### src/rtl/upsample_2x_nn.sv
// Nearest-neighbour 2x upsampler for the decoder path.
// Input lines of CHANNEL_NUM*STRING_LEN channel-interleaved samples are captured
// into one bank of a two-bank line RAM while the other bank plays back. Playback
// repeats every pixel twice and every line twice, producing 4x the samples.
//
// state  | meaning
// -------+----------------------------------------------------------------
// S_IDLE | no bank playing; start as soon as a bank holds a complete line
// S_PLAY | one read per cycle from play bank, 4*LINE_LEN cycles per line
module upsample_2x_nn #(
  parameter int DATA_WIDTH  = 8,
  parameter int CHANNEL_NUM = 3,
  parameter int STRING_LEN  = 4
) (
  input  logic                         clk,
  input  logic                         reset_n,
  input  logic                         valid_i,
  input  logic signed [DATA_WIDTH-1:0] data_i,
  input  logic                         sop_i,
  input  logic                         eop_i,
  input  logic                         sof_i,
  input  logic                         eof_i,
  output logic signed [DATA_WIDTH-1:0] data_o,
  output logic                         data_valid_o,
  output logic                         sop_o,
  output logic                         eop_o,
  output logic                         sof_o,
  output logic                         eof_o,
  output logic                         overrun_o,
  output logic                         len_err_o
);

  localparam int LINE_LEN = CHANNEL_NUM * STRING_LEN;
  localparam int DEPTH    = 2 * LINE_LEN;
  localparam int AW       = (DEPTH > 1) ? $clog2(DEPTH) : 1;
  // Write counter must hold LINE_LEN+1 so over-long lines are still detected.
  localparam int CNTW     = $clog2(LINE_LEN + 2);
  localparam int CHW      = (CHANNEL_NUM > 1) ? $clog2(CHANNEL_NUM) : 1;
  localparam int PXW      = (STRING_LEN > 1) ? $clog2(STRING_LEN) : 1;

  typedef enum logic {S_IDLE, S_PLAY} state_t;

  // Line RAM, bank b occupies addresses b*LINE_LEN .. b*LINE_LEN+LINE_LEN-1.
  logic [DATA_WIDTH-1:0] mem_q [DEPTH];
  logic [DATA_WIDTH-1:0] rd_data_q;

  // Write side
  logic [CNTW-1:0] wr_cnt_q, wr_cnt_d, wr_idx;
  logic            wr_bank_q, wr_bank_d;
  logic            line_sof_q, line_sof_d, line_sof_now;
  logic [AW-1:0]   wr_addr;
  logic            wr_en, wr_busy, other_free, len_ok, line_done;
  logic            eop_ok, overrun_set, len_err_set;
  logic [1:0]      busy, free_now, mark_vec, pend_eff;
  logic [1:0]      tag_sof_q, tag_eof_q;
  logic            overrun_q, len_err_q;

  // Read side / FSM
  state_t          state_q, state_d;
  logic            play_bank_q, play_bank_d;
  logic [1:0]      pending_q, pending_d;
  logic [CHW-1:0]  ch_q;
  logic [PXW-1:0]  pix_q;
  logic            rep_pix_q, rep_line_q;
  logic            playing, last_read, start, start_bank;
  logic            rd_sop, rd_eop;
  logic [AW-1:0]   rd_addr;

  // First pipeline stage, aligned with rd_data_q
  logic            s1_valid_q, s1_sop_q, s1_eop_q, s1_sof_q, s1_eof_q;

  assign playing   = (state_q == S_PLAY);
  assign overrun_o = overrun_q;
  assign len_err_o = len_err_q;

  // Write-side decode: sample placement, line completion and bank hand-off.
  always_comb begin
    wr_idx = sop_i ? '0 : wr_cnt_q;

    // A bank is busy while it waits for playback or is being played.
    busy[0]     = pending_q[0] | (playing & ~play_bank_q);
    busy[1]     = pending_q[1] | (playing &  play_bank_q);
    // A bank finishing playback this very cycle already counts as free.
    free_now[0] = ~pending_q[0] & ~(playing & ~play_bank_q & ~last_read);
    free_now[1] = ~pending_q[1] & ~(playing &  play_bank_q & ~last_read);

    wr_busy    = busy[wr_bank_q];
    other_free = free_now[~wr_bank_q];

    len_ok      = (wr_idx == CNTW'(LINE_LEN - 1));
    line_done   = valid_i & eop_i;
    // Writes into a busy bank are suppressed so a queued line is never corrupted.
    wr_en       = valid_i & ~wr_busy & (wr_idx < CNTW'(LINE_LEN));
    eop_ok      = line_done & len_ok & ~wr_busy;
    overrun_set = line_done & len_ok &  wr_busy;
    len_err_set = line_done & ~len_ok;

    line_sof_now = sop_i ? sof_i : (line_sof_q | sof_i);

    mark_vec = eop_ok ? (wr_bank_q ? 2'b10 : 2'b01) : 2'b00;
    pend_eff = pending_q | mark_vec;

    wr_cnt_d   = wr_cnt_q;
    line_sof_d = line_sof_q;
    if (valid_i) begin
      if (eop_i) begin
        wr_cnt_d   = '0;
        line_sof_d = 1'b0;
      end else begin
        wr_cnt_d   = (wr_idx == CNTW'(LINE_LEN)) ? wr_idx : wr_idx + CNTW'(1);
        line_sof_d = line_sof_now;
      end
    end

    // Toggle on a completed line, or later between lines once a stuck
    // write bank (queued behind a playback) sees the other bank free up.
    wr_bank_d = wr_bank_q;
    if (eop_ok && other_free)
      wr_bank_d = ~wr_bank_q;
    else if (!valid_i && (wr_cnt_q == '0) && wr_busy && other_free)
      wr_bank_d = ~wr_bank_q;

    wr_addr = AW'(32'(wr_bank_q) * LINE_LEN + 32'(wr_idx));
  end

  // Line RAM write port; contents need no reset.
  always_ff @(posedge clk) begin
    if (wr_en) mem_q[wr_addr] <= data_i;
  end

  // Registered RAM read port.
  always_ff @(posedge clk) begin
    rd_data_q <= mem_q[rd_addr];
  end

  // Write-side control registers, line tags and sticky error flags.
  always_ff @(posedge clk) begin
    if (!reset_n) begin
      wr_cnt_q   <= '0;
      wr_bank_q  <= 1'b0;
      line_sof_q <= 1'b0;
      tag_sof_q  <= 2'b00;
      tag_eof_q  <= 2'b00;
      overrun_q  <= 1'b0;
      len_err_q  <= 1'b0;
    end else begin
      wr_cnt_q   <= wr_cnt_d;
      wr_bank_q  <= wr_bank_d;
      line_sof_q <= line_sof_d;
      if (eop_ok) begin
        tag_sof_q[wr_bank_q] <= line_sof_now;
        tag_eof_q[wr_bank_q] <= eof_i;
      end
      if (overrun_set) overrun_q <= 1'b1;
      if (len_err_set) len_err_q <= 1'b1;
    end
  end

  // Playback sequencing: bank selection, read address and position flags.
  always_comb begin
    last_read = playing && (ch_q == CHW'(CHANNEL_NUM - 1)) &&
                (pix_q == PXW'(STRING_LEN - 1)) && rep_pix_q && rep_line_q;

    // The bank not played last is always the older one when both are queued.
    start      = 1'b0;
    start_bank = play_bank_q;
    if (!playing || last_read) begin
      if (pend_eff[~play_bank_q]) begin
        start      = 1'b1;
        start_bank = ~play_bank_q;
      end else if (pend_eff[play_bank_q]) begin
        start      = 1'b1;
        start_bank = play_bank_q;
      end
    end

    state_d     = start ? S_PLAY : (last_read ? S_IDLE : state_q);
    play_bank_d = start ? start_bank : play_bank_q;
    pending_d   = pend_eff & ~(start ? (start_bank ? 2'b10 : 2'b01) : 2'b00);

    rd_sop = (ch_q == '0) && (pix_q == '0) && !rep_pix_q;
    rd_eop = (ch_q == CHW'(CHANNEL_NUM - 1)) && (pix_q == PXW'(STRING_LEN - 1)) && rep_pix_q;

    rd_addr = AW'(32'(play_bank_q) * LINE_LEN + 32'(pix_q) * CHANNEL_NUM + 32'(ch_q));
  end

  // Playback FSM: state, nested read counters and the stage-1 flag register.
  always_ff @(posedge clk) begin
    if (!reset_n) begin
      state_q     <= S_IDLE;
      play_bank_q <= 1'b0;
      pending_q   <= 2'b00;
      ch_q        <= '0;
      pix_q       <= '0;
      rep_pix_q   <= 1'b0;
      rep_line_q  <= 1'b0;
      s1_valid_q  <= 1'b0;
      s1_sop_q    <= 1'b0;
      s1_eop_q    <= 1'b0;
      s1_sof_q    <= 1'b0;
      s1_eof_q    <= 1'b0;
    end else begin
      state_q     <= state_d;
      play_bank_q <= play_bank_d;
      pending_q   <= pending_d;

      // Counters wrap to zero on the last read, ready for a back-to-back line.
      if (playing) begin
        if (ch_q == CHW'(CHANNEL_NUM - 1)) begin
          ch_q      <= '0;
          rep_pix_q <= ~rep_pix_q;
          if (rep_pix_q) begin
            if (pix_q == PXW'(STRING_LEN - 1)) begin
              pix_q      <= '0;
              rep_line_q <= ~rep_line_q;
            end else begin
              pix_q <= pix_q + PXW'(1);
            end
          end
        end else begin
          ch_q <= ch_q + CHW'(1);
        end
      end

      s1_valid_q <= playing;
      s1_sop_q   <= playing & rd_sop;
      s1_eop_q   <= playing & rd_eop;
      s1_sof_q   <= playing & rd_sop & ~rep_line_q & tag_sof_q[play_bank_q];
      s1_eof_q   <= last_read & tag_eof_q[play_bank_q];
    end
  end

  // Output register; data is forced to zero whenever no sample is presented.
  always_ff @(posedge clk) begin
    if (!reset_n) begin
      data_o       <= '0;
      data_valid_o <= 1'b0;
      sop_o        <= 1'b0;
      eop_o        <= 1'b0;
      sof_o        <= 1'b0;
      eof_o        <= 1'b0;
    end else begin
      data_o       <= s1_valid_q ? rd_data_q : '0;
      data_valid_o <= s1_valid_q;
      sop_o        <= s1_sop_q;
      eop_o        <= s1_eop_q;
      sof_o        <= s1_sof_q;
      eof_o        <= s1_eof_q;
    end
  end

endmodule

### config.mk
export PLATFORM = sky130hd
export DESIGN_NAME = upsample_2x_nn
export DESIGN_NICKNAME = d
export VERILOG_FILES = /design/src/rtl/upsample_2x_nn.sv
export SDC_FILE = /design/constraint.sdc
export NUM_CORES = 1
export LEC_CHECK = 0
export CAP_MARGIN = 10
export CORE_MARGIN = 2
export CORE_UTILIZATION = 65
export DETAILED_ROUTE_END_ITERATION = 10
export GPL_TIMING_DRIVEN = 1
export PLACE_DENSITY_LB_ADDON = 0.12
export SLEW_MARGIN = 20
export SYNTH_ARGS = -nofsm -noshare
export SYNTH_HDL_FRONTEND = slang
export SYNTH_SLANG_ARGS = --single-unit
### constraint.sdc
create_clock -name clk -period 4.5 [get_ports clk]
set_input_delay 0.45 -clock clk [delete_from_list [all_inputs] [get_ports clk]]
set_output_delay 0.45 -clock clk [all_outputs]
set_load 0.02 [all_outputs]
==> results_dict.tcl, run 1 <==
set metrics [dict create \
    irDropWorstVdd_mv 0.563 \
    antenna_found_initial 0 \
    wire_per_inst_um 24.2 \
    placed_area_mm2 0.0100 \
    worstMarginPinSlew_ns 1.12 \
    min_from "s1_eof_q$_SDFF_PN0_" \
    hp-class "reg -> reg" \
    rsz0062_at_grt "no" \
    start_util_pct 66.2 \
    r2r_end "rd_data_q[6]$_DFF_P_" \
    fmax_mhz 306 \
    core-area_mm2 0.0144 \
    gp_congestion 0.953 \
    r2r_slack_ns 1.24 \
    cp_max_fo 17 \
    fin_crit_sh_pct 72.5 \
    postCtsSetupRepairBufs 0 \
    netlist_area_mm2 0.00956 \
    io_buffers 29 \
    reg2reg_depth 7 \
    powerDensity_mw_per_mm2 398 \
    clock-sinks 240 \
    clk_latency_ns 0.52 \
    slew_headroom_pct 25.2 \
    fin_util_pct 74.2 \
    cts.clk_slew.worst_paths_ns 0.06 \
    worst_setup_path_end_kind "flop" \
    hold_viol 0 \
    ys_types 45 \
    grt_pass1_vias 4996 \
    first_pass_iters 5 \
    r2r-start "ch_q[1]$_SDFFE_PN0P_" \
    via_per_inst 6.23 \
    clockBufferDepth 3 \
    final-setup-viol-count 0 \
    die_w_um 125 \
    maxSlewViolCount 0 \
    crit_type "reg -> reg" \
    totalNegativeSetupSlack_ns 0 \
    grt.total_usage_pct 24.5 \
    die-area_mm2 0.0157 \
    grt_max_degree 49 \
    n_fill_cell 868 \
    hold_depth 1 \
    ant_nets 0 \
    num_vias 4836 \
    post_cts_resized 0 \
    grt_pass1_wl_um 28800 \
    final_area_mm2 0.0107 \
    post-dp-hpwl_um 11900 \
    synth.ff_latch_count 240 \
    synthCells 542 \
    cts_tree "done" \
    gr-total-overflow 0 \
    cp.required_ns 4.87 \
    skew_ns 0.0192 \
    layout_common_cells "edfxtp_1, mux4_2, dfxtp_1" \
    layout_commonest_cell "edfxtp_1" \
    routed_wl_um 18800 \
    syn_nets 572 \
    cts_root_buffer "clkbuf_16" \
    async_flop_share_pct 0 \
    syn_avg_cell_area_um2 17.6 \
    synth_edf_count 192 \
    ys_seq_area_share_pct 70.4 \
    rows 44 \
    ys_warn_count 0 \
    ys.flop_type "edfxtp_1" \
    worstPathArrival_ns 3.63 \
    outcome "finished clean" \
    fp.dieH_um 125 \
    h-tree-depth 1 \
    start_kind "flop" \
    syn2layout_area_growth_pct 12.1 \
    period_minus_slack_ns 3.26 \
    drt-initial-drc-count 476 \
    hold_buffers 0 \
    hold_path_end "eof_o$_SDFF_PN0_" \
    layout.nets 606 \
    cap_viol_max_count 0 \
    p_leak_uw 0.00356 \
    drc 0 \
    diodes 0 \
    drive_gt1_share_pct 17.9 \
    cts_buffers 23 \
    ioPinCount 30 \
]
[worst max-delay path by stage]
stage | from | endpoint | cells past startpoint
floorplan | ch_q[1]$_SDFFE_PN0P_ | rd_data_q[5]$_DFF_P_ | 9
CTS | ch_q[1]$_SDFFE_PN0P_ | rd_data_q[6]$_DFF_P_ | 8
global route | ch_q[1]$_SDFFE_PN0P_ | rd_data_q[4]$_DFF_P_ | 7
detailed placement | sop_i | mem_q[17][7]$_DFFE_PP_ | 7
global placement | sop_i | mem_q[17][5]$_DFFE_PP_ | 7
finish | ch_q[1]$_SDFFE_PN0P_ | rd_data_q[6]$_DFF_P_ | 7
[synth_stat cells, types with 2 or more instances]
master / number / area (µm²)
a211o_1: 2 / 17.5
a21o_1: 3 / 22.5
a21oi_1: 6 / 30.0
a31oi_1: 2 / 12.5
and2_1: 12 / 75.1
and3_1: 12 / 75.1
buf_1: 2 / 7.51
buf_2: 3 / 15.0
buf_4: 3 / 22.5
buf_6: 4 / 45.0
clkbuf_1: 11 / 41.3
dfxtp_1: 48 / 961
edfxtp_1: 192 / 5770
fa_1: 3 / 60.1
ha_1: 12 / 150
inv_1: 12 / 45.0
mux2_2: 10 / 113
mux2i_1: 26 / 260
mux4_2: 48 / 1080
nand2_1: 24 / 90.1
nand2b_1: 3 / 18.8
nand3_1: 4 / 20.0
nand3b_1: 4 / 30.0
nor2_1: 33 / 124
nor2b_1: 18 / 113
nor3b_1: 3 / 22.5
o211ai_1: 8 / 60.1
o21a_1: 4 / 30.0
o21ai_0: 4 / 20.0
o21ai_1: 8 / 40.0
or3b_2: 2 / 17.5
xnor2_1: 3 / 26.3
[cells by family after synthesis]
logic type,after synthesis,share of synthesized area [%]
simple gates,122,7.04
buf+inv,35,1.85
flops,240,70.4
compound gates,42,2.93
xor+xnor,4,0.367
mux,84,15.2
fa+ha+maj,15,2.20
[worst max-delay path, stage by stage, from the launching register on]
cell and delay (ns):
dfxtp_1 0.39, fa_1 0.57, ha_1 0.17, inv_1 0.06, fa_1 1.13, mux4_2 0.41, mux2i_1 0.27, o21ai_1 0.11
[final cells by class]
type | instances | area (µm²) | area share, %
clock inverters | 9 | 55.1 | 0.514
flip-flops and latches | 240 | 6730 | 62.8
well taps | 184 | 230 | 2.15
repair buffers | 32 | 320 | 2.99
inverters | 12 | 45.0 | 0.421
multi-input cells | 267 | 2690 | 25.1
clock buffers | 32 | 643 | 6.01
[report_power, final]
group	internal (µW)	switching (µW)
Sequential	2410	3.86
Combinational	28.0	59.0
Clock	1000	766
[per-layer routing]
| layer | up-vias | wire, µm | share of wire, % | track usage (%) |
|---|---|---|---|---|
| met2 | 165 | 9520 | 51 | 41.0 |
| met1 | 2465 | 7790 | 41 | 34.4 |
| met4 | 0 | 443 | 2.4 | 6.54 |
| met5 | - | 0 | 0 | 0 |
| met3 | 32 | 1070 | 5.7 | 3.89 |
| li1 | 2174 | - | - | - |
[per-stage QoR]
stage          instances  hold slack [ns]  setup WS (ns)  power (µW)
2_1_floorplan        542            0.412           1.71        2490
3_3_place_gp         735            0.419           1.06        2540
3_5_place_dp         735            0.419          0.970        2540
4_1_cts              776            0.440           1.07        4290
5_1_grt              776            0.452           1.15        4370
6_report             776            0.435           1.24        4270
[flip-flops by register name, summed over array words and instances, names as in the netlist, 2 cells and up]
name	flops
mem_q	192
ch_q	2
tag_sof_q	2
rd_data_q	8
tag_eof_q	2
pix_q	2
pending_q	2
wr_cnt_q	4
data_o	8
No activity file was read; power rests on OpenSTA's default activity.
==> inputs of run 2 (changes only) <==
- CORE_UTILIZATION: 65 -> 55
- clock period: 4.5 -> 2.86 ns (I/O delays scaled with it)
==> results_dict.tcl, run 2 (synthesis results as in run 1) <==
set metrics [dict create \
    outcome "finished clean" \
    grt_max_degree 37 \
    cts.clk_slew.worst_paths_ns 0.06 \
    largest_reg_flops 192 \
    largestRegisters "mem_q: 192 flops, data_o: 8 flops, rd_data_q: 8 flops" \
    cp_num_buf_inv 2 \
    crit_cells 9 \
    place_ws_ns 0.0116 \
    fin_util_pct 65.9 \
    cpMostUsedCell "fa_1" \
    wire_per_inst_um 22.0 \
    totalNegativeSetupSlack_ns 0 \
    cp.required_ns 3.25 \
    h-tree-depth 1 \
    layout_commonest_cell "edfxtp_1" \
    r2r_slack_ns 0.17 \
    routed_wl_um 19100 \
    fin_crit_sh_pct 93.9 \
    powerDensity_mw_per_mm2 638 \
    cp_max_fo 16 \
    irDropWorstVdd_mv 0.630 \
    fmax_mhz 372 \
    maxSlewViolCount 0 \
    clockBufferDepth 3 \
    die-area_mm2 0.0184 \
    cap_viol_max_count 0 \
    layout.nets 654 \
    r2r-start "ch_q[1]$_SDFFE_PN0P_" \
    grt_pass1_vias 5021 \
    antenna_found_initial 0 \
    diodes 0 \
    drc 0 \
    worstMarginPinSlew_ns 1.03 \
    skew_ns 0.0142 \
    fin_ws_ns 0.175 \
    hold_viol 0 \
    io_buffers 29 \
    hp-class "reg -> reg" \
    ioPinCount 30 \
    slowest_stage "fa_1" \
    die_w_um 136 \
    start_util_pct 55.8 \
    via_per_inst 5.69 \
    worstSetupEndpoint "rd_data_q[4]$_DFF_P_" \
    clk_latency_ns 0.51 \
    clock-sinks 240 \
    rsz0062_at_grt "no" \
    drive_gt1_share_pct 24.3 \
    slew_headroom_pct 31.2 \
    grt.total_usage_pct 21.7 \
    start_kind "flop" \
    gr-total-overflow 0 \
    hold_buffers 0 \
    gp_congestion 0.850 \
    post-dp-hpwl_um 12500 \
    post_cts_resized 0 \
    critPathLaunch "ch_q[1]$_SDFFE_PN0P_" \
    max_stage_delay_ns 0.55 \
    ant_nets 0 \
    p_leak_uw 0.00387 \
    period_minus_slack_ns 2.69 \
    drt-initial-drc-count 486 \
    first_pass_iters 5 \
    worst_setup_path_end_kind "flop" \
    r2r_end "rd_data_q[4]$_DFF_P_" \
    syn2layout_area_growth_pct 18.0 \
    reg2reg_depth 9 \
    n_fill_cell 1185 \
    multiInputGateArea_mm2 0.00268 \
    cts_tree "done" \
    rows 48 \
    layout_common_cells "edfxtp_1, mux4_2, dfxtp_1" \
    crit_family "adder cells" \
    num_vias 4929 \
    final-setup-viol-count 0 \
    crit_path_cell_trace "fa_1 > ha_2 > inv_1 > fa_1 > xor2_2 > buf_12 > mux2_2 > o211ai_1 > o21ai_1" \
    cts_root_buffer "clkbuf_16" \
    postCtsSetupRepairBufs 0 \
    worstPathArrival_ns 3.08 \
    fp.dieH_um 136 \
    grt_pass1_wl_um 29400 \
    seq_area_mm2 0.00673 \
    hold_depth 1 \
    regMostFlops "mem_q" \
    core-area_mm2 0.0171 \
    crit_type "reg -> reg" \
    cts_buffers 25 \
]
## run 2: cell count changes in the layout (fill, tap and decap cells not counted), moves of 2 or more
| cell | before | now |
|---|---|---|
| clkbuf_2 | 3 | 0 |
| bufinv_16 | 0 | 3 |
| clkinv_1 | 4 | 0 |
| buf_4 | 2 | 45 |
| buf_12 | 1 | 4 |
| clkbuf_1 | 3 | 5 |
| clkbuf_16 | 23 | 26 |
## run 2: report_power, final
part	switching (µW)	total, µW	leakage [µW]	internal [µW]
combinational	95.3	148	0.00134	52.7
clock	1250	3260	0.000415	2010
sequential	5.59	3790	0.00212	3790
## run 2: cell type report
class,count,share of cell area [%]
Clock inverter,10,1.16
Multi-Input combinational cell,267,23.7
Tap cell,225,2.50
Inverter,12,0.399
Sequential cell,240,59.6
Timing Repair Buffer,78,6.28
Clock buffer,34,6.30
## run 2: worst min path at each step
| stage | to | from |
|---|---|---|
| 2_1_floorplan | mem_q[0][0]$_DFFE_PP_ | data_i[0] |
| 3_3_place_gp | sof_o$_SDFF_PN0_ | s1_sof_q$_SDFF_PN0_ |
| 3_5_place_dp | eof_o$_SDFF_PN0_ | s1_eof_q$_SDFF_PN0_ |
| 4_1_cts | s1_sop_q$_SDFF_PN0_ | reset_n |
| 5_1_grt | s1_sop_q$_SDFF_PN0_ | reset_n |
| 6_report | eof_o$_SDFF_PN0_ | s1_eof_q$_SDFF_PN0_ |
## run 2: layer usage
| metal | GRT usage (%) | wire (µm) | up-vias |
|---|---|---|---|
| met1 | 31.0 | 8430 | 2506 |
| li1 | - | - | 2263 |
| met4 | 5.96 | 378 | 0 |
| met2 | 35.2 | 9360 | 132 |
| met5 | 0 | 0 | - |
| met3 | 3.43 | 887 | 28 |
## run 2: worst reg2reg max path: cells and delay by family (launching register included)
kind,cells,cell delay [ns]
AOI/OAI and AO/OA,2,0.32
xor gates and xnor gates,1,0.19
adders and majority gates,3,1.13
buffers and inverters,2,0.24
DFF,1,0.33
muxes,1,0.37
## run 2: per-stage QoR
step | hold WS (ns) | total power, µW | cells | cell area, µm²
after detailed placement | 0.425 | 4020 | 822 | 10400
after global routing | 0.439 | 7400 | 866 | 11300
after floorplan | 0.385 | 3910 | 542 | 9560
after global placement | 0.417 | 4010 | 822 | 10400
after CTS | 0.407 | 7250 | 866 | 11300
final | 0.433 | 7200 | 866 | 11300
==> inputs of run 3 (changes only) <==
- CORE_UTILIZATION: 55 -> 30
==> results_dict.tcl, run 3 (synthesis results as in run 1) <==
set metrics [dict create \
    gr-total-overflow 0 \
    drive_gt1_share_pct 28.2 \
    core-area_mm2 0.0315 \
    cts.clk_slew.worst_paths_ns 0.06 \
    start_util_pct 30.4 \
    ant_nets 0 \
    die-area_mm2 0.0333 \
    outcome "finished clean" \
    syn2layout_area_growth_pct 23.1 \
    crit_type "reg -> reg" \
    grtUsageMet1_pct 17.8 \
    post-dp-hpwl_um 14100 \
    layout.nets 676 \
    maxSlewViolCount 0 \
    diodes 0 \
    final-setup-viol-count 0 \
    routed_wl_um 21200 \
    rows 65 \
    p_leak_uw 0.00400 \
    totalNegativeSetupSlack_ns 0 \
    via_per_inst 4.61 \
    cp_max_fo 7 \
    regMostFlops "mem_q" \
    critPathLaunch "pix_q[1]$_SDFFE_PN0P_" \
    die_w_um 182 \
    hold_viol 0 \
    worstPathArrival_ns 3.18 \
    layout_commonest_cell "edfxtp_1" \
    slowest_stage "fa_1" \
    crit_path_cell_trace "fa_1 > ha_2 > inv_2 > fa_2 > xor2_2 > buf_12 > buf_12 > mux2_4 > o211ai_1 > o21ai_1" \
    skew_ns 0.0106 \
    grt_busiest_layer "met2" \
    r2r-start "pix_q[1]$_SDFFE_PN0P_" \
    clockBufferDepth 3 \
    grt_pass1_wl_um 32500 \
    powerDensity_mw_per_mm2 616 \
    cts_tree "done" \
    worst_setup_path_end_kind "flop" \
    cts_buffers 26 \
    fmax_mhz 360 \
    irDropWorstVdd_mv 0.406 \
    ioPinCount 30 \
    h-tree-depth 1 \
    fin_crit_sh_pct 97.0 \
    wire_per_inst_um 19.8 \
    drt-initial-drc-count 298 \
    grt.total_usage_pct 13.0 \
    cp.required_ns 3.26 \
    hp-class "in -> reg" \
    clk_latency_ns 0.53 \
    worstMarginPinSlew_ns 0.473 \
    min_from "eof_i" \
    cts_root_buffer "clkbuf_16" \
    antenna_found_initial 0 \
    slew_headroom_pct 68.4 \
    layout_common_cells "edfxtp_1, buf_4, mux4_2" \
    cap_viol_max_count 0 \
    num_vias 4920 \
    met2_usage_pct 21.7 \
    max_stage_delay_ns 0.55 \
    fp.dieH_um 182 \
    grt_pass1_vias 5226 \
    start_kind "flop" \
    largest_reg_flops 192 \
    rsz0062_at_grt "yes" \
    largestRegisters "mem_q: 192 flops, data_o: 8 flops, rd_data_q: 8 flops" \
    clock-sinks 240 \
    cpMostUsedCell "buf_12" \
    grt_max_degree 33 \
    io_buffers 29 \
    gp_congestion 0.741 \
    drc 0 \
    period_minus_slack_ns 2.77 \
    met3_usage_pct 2.29 \
    first_pass_iters 4 \
    fin_util_pct 37.4 \
]
run 3: changes by cell type in the layout (fill, tap and decap cells not counted), moves of 3 or more:
cell / change
clkbuf_1: -3
clkinv_1: +4
mux2_2: -5
clkbuf_8: -3
clkinvlp_4: +3
mux2_4: +5
mux2i_2: +4
buf_12: +3
mux2i_1: -4
buf_4: +17
run 3: worst max-delay path: cells and delay by family (launching register included):
family | cells | cell delay (ns)
mux | 1 | 0.31
compound gates | 2 | 0.37
xor+xnor | 1 | 0.22
buf+inv | 3 | 0.31
fa+ha+maj | 3 | 1.11
flops | 1 | 0.33
run 3: final timing paths:
path / cells after the start / slack, ns / to
setup / recovery: 10 / 0.09 / rd_data_q[7]$_DFF_P_
hold / removal: 3 / 0.42 / tag_eof_q[0]$_SDFFE_PN0P_
setup reg to reg: 10 / 0.09 / rd_data_q[7]$_DFF_P_
hold reg to reg: 1 / 0.43 / eop_o$_SDFF_PN0_
run 3: timing repair:
item                                    CTS  global route
endpoints found under the setup margin    0             6
hold endpoints to repair                  0             0
hold buffers                              0             0
setup buffers                             0             6
gates resized for setup                   0            13
run 3: final cells by class:
cell class,instances,area (µm²)
Fill cell,2887,19700
Sequential cell,240,6730
Multi-Input combinational cell,267,2710
Timing Repair Buffer,99,921
Clock buffer,28,658
Tap cell,402,503
Clock inverter,20,195
Inverter,12,45.0
run 3: metal layers:
| layer | up-vias | routed length, µm |
|---|---|---|
| met2 | 89 | 10200 |
| li1 | 2312 | - |
| met4 | 0 | 344 |
| met1 | 2495 | 9760 |
| met5 | - | 0 |
| met3 | 24 | 860 |
run 3: through the flow:
| stage | setup WS, ns | cell area, µm² | power (µW) | hold WS, ns | cells |
|---|---|---|---|---|---|
| final | 0.0861 | 11800 | 7250 | 0.420 | 1068 |
| after floorplan | 0.0662 | 9560 | 3910 | 0.385 | 542 |
| after detailed placement | -0.0363 | 10800 | 4030 | 0.421 | 1013 |
| after global routing | -0.0543 | 11800 | 7500 | 0.448 | 1068 |
| after global placement | -0.0277 | 10800 | 4020 | 0.426 | 1013 |
| after CTS | 0.0248 | 11600 | 7340 | 0.407 | 1061 |
run 3: where the power goes:
part | internal, µW | switching, µW | total (µW)
logic | 57.3 | 99.9 | 157
registers | 3780 | 5.88 | 3790
clock network | 1940 | 1360 | 3300
